## src/rtl/video_out_fetch.sv

```systemverilog
// video_out_fetch: wishbone master reading a stored frame from RAM into the video output FIFO
module video_out_fetch #(
   parameter int p_WIDTH  = 640,
   parameter int p_HEIGHT = 480,
   parameter int NB_PACK  = 16
)(
   input  logic        clk,
   input  logic        RST,
   input  logic [31:0] wb_reg_addr,
   input  logic        wb_reg_valid,
   input  logic [15:0] fifo_space,
   output logic [31:0] fifo_data,
   output logic        fifo_we,
   output logic        interrupt,
   output logic        err,
   output logic        p_wb_STB_O,
   output logic        p_wb_CYC_O,
   output logic        p_wb_LOCK_O,
   output logic [3:0]  p_wb_SEL_O,
   output logic        p_wb_WE_O,
   output logic [31:0] p_wb_ADR_O,
   input  logic [31:0] p_wb_DAT_I,
   input  logic        p_wb_ACK_I,
   input  logic        p_wb_ERR_I
);
   localparam int WORDS = p_WIDTH * p_HEIGHT / 4;
   localparam int PW    = NB_PACK > 1 ? $clog2(NB_PACK) : 1;

   typedef enum logic [1:0] {WAIT_ADDR, WAIT_SPACE, READ, DONE} state_t;

   state_t        r_state, w_state_next;
   logic          r_valid_q, r_pending, r_stb, r_we, r_irq, r_err;
   logic [31:0]   r_base, r_adr, r_data;
   logic [16:0]   r_word_cnt;
   logic [PW-1:0] r_pack_cnt;
   logic          w_new_addr, w_start, w_space_ok, w_ack, w_bus_err, w_last_word, w_last_pack;

   assign w_new_addr  = wb_reg_valid & ~r_valid_q;
   assign w_start     = (r_state == WAIT_ADDR) && (w_new_addr || r_pending);
   assign w_space_ok  = fifo_space >= 16'(NB_PACK);
   assign w_bus_err   = (r_state == READ) && r_stb && p_wb_ERR_I;
   assign w_ack       = (r_state == READ) && r_stb && p_wb_ACK_I && !p_wb_ERR_I;
   assign w_last_word = r_word_cnt == 17'(WORDS - 1);
   assign w_last_pack = r_pack_cnt == PW'(NB_PACK - 1);

   assign fifo_data   = r_data;
   assign fifo_we     = r_we;
   assign interrupt   = r_irq;
   assign err         = r_err;
   assign p_wb_STB_O  = r_stb;
   assign p_wb_CYC_O  = r_stb;
   assign p_wb_LOCK_O = 1'b0;
   assign p_wb_SEL_O  = 4'hF;
   assign p_wb_WE_O   = 1'b0;
   assign p_wb_ADR_O  = r_adr;

   // state register
   always_ff @(posedge clk)
      r_state <= RST ? WAIT_ADDR : w_state_next;

   // next-state: an error aborts the frame, the last word ends it, a full pack re-checks FIFO space
   always_comb begin
      w_state_next = r_state;
      case (r_state)
         WAIT_ADDR:  w_state_next = w_start ? WAIT_SPACE : WAIT_ADDR;
         WAIT_SPACE: w_state_next = w_space_ok ? READ : WAIT_SPACE;
         READ:       w_state_next = w_bus_err ? WAIT_ADDR :
                                    !w_ack ? READ :
                                    w_last_word ? DONE :
                                    w_last_pack ? WAIT_SPACE : READ;
         default:    w_state_next = WAIT_ADDR;
      endcase
   end

   // datapath: address capture, bus strobe, counters, FIFO push and status flags
   always_ff @(posedge clk) begin
      if (RST) begin
         r_valid_q  <= 1'b0;
         r_pending  <= 1'b0;
         r_stb      <= 1'b0;
         r_we       <= 1'b0;
         r_irq      <= 1'b0;
         r_err      <= 1'b0;
         r_base     <= '0;
         r_adr      <= '0;
         r_data     <= '0;
         r_word_cnt <= '0;
         r_pack_cnt <= '0;
      end else begin
         r_valid_q <= wb_reg_valid;
         r_we      <= 1'b0;
         r_irq     <= r_state == DONE;
         if (w_new_addr && r_state != WAIT_ADDR)
            r_pending <= 1'b1;
         if (w_start) begin
            r_base     <= wb_reg_addr;
            r_err      <= 1'b0;
            r_pending  <= 1'b0;
            r_word_cnt <= '0;
            r_pack_cnt <= '0;
         end
         if (r_state == WAIT_SPACE && w_space_ok) begin
            r_adr <= r_base + {13'd0, r_word_cnt, 2'b00};
            r_stb <= 1'b1;
         end
         if (w_bus_err) begin
            r_stb <= 1'b0;
            r_err <= 1'b1;
         end else if (w_ack) begin
            r_data     <= p_wb_DAT_I;
            r_we       <= 1'b1;
            r_word_cnt <= r_word_cnt + 17'd1;
            r_pack_cnt <= w_last_pack ? '0 : r_pack_cnt + PW'(1);
            if (w_last_word || w_last_pack)
               r_stb <= 1'b0;
            else
               r_adr <= r_adr + 32'd4;
         end
      end
   end
endmodule

```

## config.mk

```make
export PLATFORM = sky130hd
export DESIGN_NAME = video_out_fetch
export DESIGN_NICKNAME = d
export VERILOG_FILES = /design/src/rtl/video_out_fetch.sv
export SDC_FILE = /design/constraint.sdc
export NUM_CORES = 1
export LEC_CHECK = 0
export CAP_MARGIN = 10
export CORE_UTILIZATION = 30
export DETAILED_ROUTE_END_ITERATION = 8
export GPL_TIMING_DRIVEN = 0
export HOLD_SLACK_MARGIN = 0.08
export PLACE_DENSITY_LB_ADDON = 0.3
export SLEW_MARGIN = 30
export SYNTH_ARGS = -nofsm -noshare
export SYNTH_HDL_FRONTEND = slang
export SYNTH_SLANG_ARGS = --single-unit
```

## constraint.sdc

```tcl
create_clock -name clk -period 5.75 [get_ports clk]
set_input_delay 1.15 -clock clk [delete_from_list [all_inputs] [get_ports clk]]
set_output_delay 1.15 -clock clk [all_outputs]
set_load 0.05 [all_outputs]
```

==> results_dict.tcl <==
set metrics [dict create \
    status "completed" \
    vias 6601 \
    syn_to_final_growth_pct 37.1 \
    hpwl_um 15500 \
    drtPass1Iterations 5 \
    chipWidth_um 150 \
    yosys.area_share.adder_pct 4.13 \
    power_mw 2.34 \
    synth-warning-count 0 \
    syn_area_per_cell_um2 7.88 \
    insertion_delay_ns 0.43 \
    routed_wl_um 20800 \
    peakVddDrop_v 0.000209 \
    synth_seq_cells 125 \
    nets 1109 \
    ios 160 \
    layout_min_cycle_time_ns 3.66 \
    fill_cells 2206 \
    crit_path_start_kind "input pin" \
    overflow 0 \
    grt_usage_pct 18.9 \
    busiest_layer "met2" \
    crit_arrival_ns 3.99 \
    synth-edff-count 0 \
    stdcell_area_um2 8970 \
    finalSetupTns_ns 0 \
    clockRootBuffer "clkbuf_16" \
    vias_per_cell 5.11 \
    synthSimpleGateAreaFrac_pct 26.3 \
    ys_async_sr_fraction_pct 0 \
    timing_hold_violations_final 0 \
    final_core_util_pct 42.3 \
    dieArea_um2 22400 \
    drc 0 \
    muxShareOfSynthArea_pct 1.24 \
    finalSetupViolCount 0 \
    slew_viol_final 0 \
    critPathCaptureType "flop" \
    netlist.area_leader.share_pct 38.2 \
    post_cts_buffers 0 \
    grt_use_met2_pct 29.1 \
    portBuffers 149 \
    cts_buffer_depth 2 \
    postSynthCellCount 831 \
    clock-sinks 125 \
    place.gp.congestion 0.910 \
    rows 53 \
    synth_xor_area_share_pct 4.15 \
    tightest_slew_ns 0.872 \
    drtIter0Drc 476 \
    path_clk_slew_ns 0.06 \
    final_layout_size_suffix_gt1_share_pct 6.59 \
    grt_pass1_vias 6110 \
    synth_compound_area_share_pct 21.2 \
    rsz0062_at_grt "no" \
    synth_area_um2 6550 \
    cp_max_fo 10 \
    leakage_nw 3.21 \
    use_met3_pct 6.10 \
    ys_types 76 \
    fin_cells 1291 \
    wire_per_inst_um 16.1 \
    ys_seq_area_share_pct 38.2 \
    post-route-period-util_pct 63.7 \
    grtUsageMet1_pct 24.9 \
    grt_pass1_wl_um 32500 \
    cts_buffers 17 \
    cts_tree "done" \
    fp.coreArea_um2 21200 \
    placed_cell_area_um2 8400 \
    htreeDepth 4 \
    synth_area_leaders "dfxtp_1, nand2_1, a21oi_1" \
    cts_resized 0 \
    placedCellCount 1259 \
    worstPathRequired_ns 6.08 \
    p_per_area_nw_per_um2 260 \
    min_path_type "flop to flop" \
    drtAntennaViolNets 0 \
    ctsHoldBuffers 0 \
    max_slew_margin_pct 41.4 \
    die_h_um 150 \
    diodes 0 \
    cap_violations 0 \
    skew_ns 0.0129 \
    seq_area_um2 2500 \
    multiInputGateArea_um2 3750 \
    grt_max_degree 17 \
    synth_top_family_by_area "simple AND/OR/NAND/NOR gates" \
    ys.flop_type "dfxtp_1" \
    crit_type "input pin to flop" \
    antenna_found_initial 0 \
    fmax_mhz 273 \
    start_util_pct 30.8 \
    synth_largest_area_cell "dfxtp_1" \
]
logic make-up after synthesis:
kind of cell               after synthesis
other                                    2
buffers and inverters                   66
xor gates and xnor gates                31
AOI/OAI and AO/OA                      218
DFF                                    125
and+or+nand+nor                        361
muxes                                    7
adders and majority gates               21
worst max-delay path: stages:
cell and delay [ns]:
clkdlybuf4s50_1 0.46, nor4_1 0.05, nand3_1 0.13, nor3b_1 0.69, clkbuf_1 0.51, buf_1 0.59, nand2_1 0.13, a311oi_1 0.27
per-stage QoR:
step / setup slack (ns) / hold slack, ns
after floorplan: 3.10 / 0.432
after global placement: 1.70 / 0.441
after detailed placement: 1.70 / 0.448
after CTS: 2.11 / 0.456
after global routing: 1.90 / 0.476
final: 2.09 / 0.455
report_power, final:
group	switching (mW)	internal, mW	leakage [nW]
registers	0.0374	0.900	1.01
clock network	0.459	0.610	0.276
logic	0.195	0.136	1.92
total	0.692	1.65	3.21
Yosys cell counts (all sizes together), types with 3 or more instances:
| library cell | count |
|---|---|
| o21ai | 26 |
| nor4 | 4 |
| and3 | 15 |
| nand4 | 16 |
| nor3 | 15 |
| o211ai | 6 |
| o31ai | 3 |
| dfxtp | 125 |
| a2111oi | 4 |
| ha | 20 |
| buf | 21 |
| nand3 | 29 |
| nor3b | 3 |
| or3 | 5 |
| a311oi | 3 |
| o21a | 6 |
| a21o | 8 |
| nand2b | 4 |
| a311o | 3 |
| nor2 | 64 |
| a31oi | 13 |
| a211oi | 13 |
| mux2 | 6 |
| nand2 | 181 |
| nand3b | 4 |
| a21oi | 105 |
| a211o | 3 |
| xor2 | 19 |
| and2 | 5 |
| a221oi | 5 |
| inv | 10 |
| and4 | 6 |
| xnor2 | 12 |
| clkbuf | 35 |
| a41oi | 3 |
final cells by class:
class	instances	share of cell area, %
buffer	56	2.96
clock buffer	17	4.74
clock inverter	15	1.71
inverter	10	0.418
multi-input combinational	644	41.8
sequential	125	27.9
tap	275	3.83
timing repair buffer	149	16.6
final timing paths:
kind                  start             end  slack [ns]  depth (start not counted)
max          fifo_space[13]   p_wb_ADR_O[3]        2.09                          8
min               r_base[1]   p_wb_ADR_O[1]        0.45                          2
max reg2reg   r_word_cnt[0]  p_wb_ADR_O[28]        2.64                          9
min reg2reg       r_base[1]   p_wb_ADR_O[1]        0.45                          2
sequential cells by signal, indices dropped and copies added (netlist names):
name,count
r_pending,1
err,1
r_pack_cnt,4
r_state,2
p_wb_ADR_O,32
r_word_cnt,17
fifo_data,32
p_wb_CYC_O,1
r_valid_q,1
fifo_we,1
r_base,32
interrupt,1
routing by layer:
layer	up-vias	share of wire, %	wire length, µm
met3	34	8.4	1730
met5	-	0	0
met4	0	2.0	420
met1	3041	46	9470
li1	3300	-	-
met2	226	44	9130
layout by cell type (no fill, tap or decap), types with 11 or more instances in the layout:
cell | synthesis | layout
a211oi_1 | 11 | 11
a21oi_1 | 103 | 103
a31oi_1 | 13 | 13
and3_1 | 15 | 15
clkbuf_1 | 35 | 35
clkbuf_16 | 0 | 17
clkdlybuf4s50_1 | 0 | 149
dfxtp_1 | 125 | 125
ha_1 | 20 | 20
nand2_1 | 181 | 181
nand3_1 | 28 | 28
nand4_1 | 16 | 16
nor2_1 | 63 | 63
nor3_1 | 12 | 12
o21ai_0 | 24 | 24
xnor2_1 | 12 | 12
xor2_1 | 19 | 19
No activity file was read; power rests on OpenSTA's default activity.
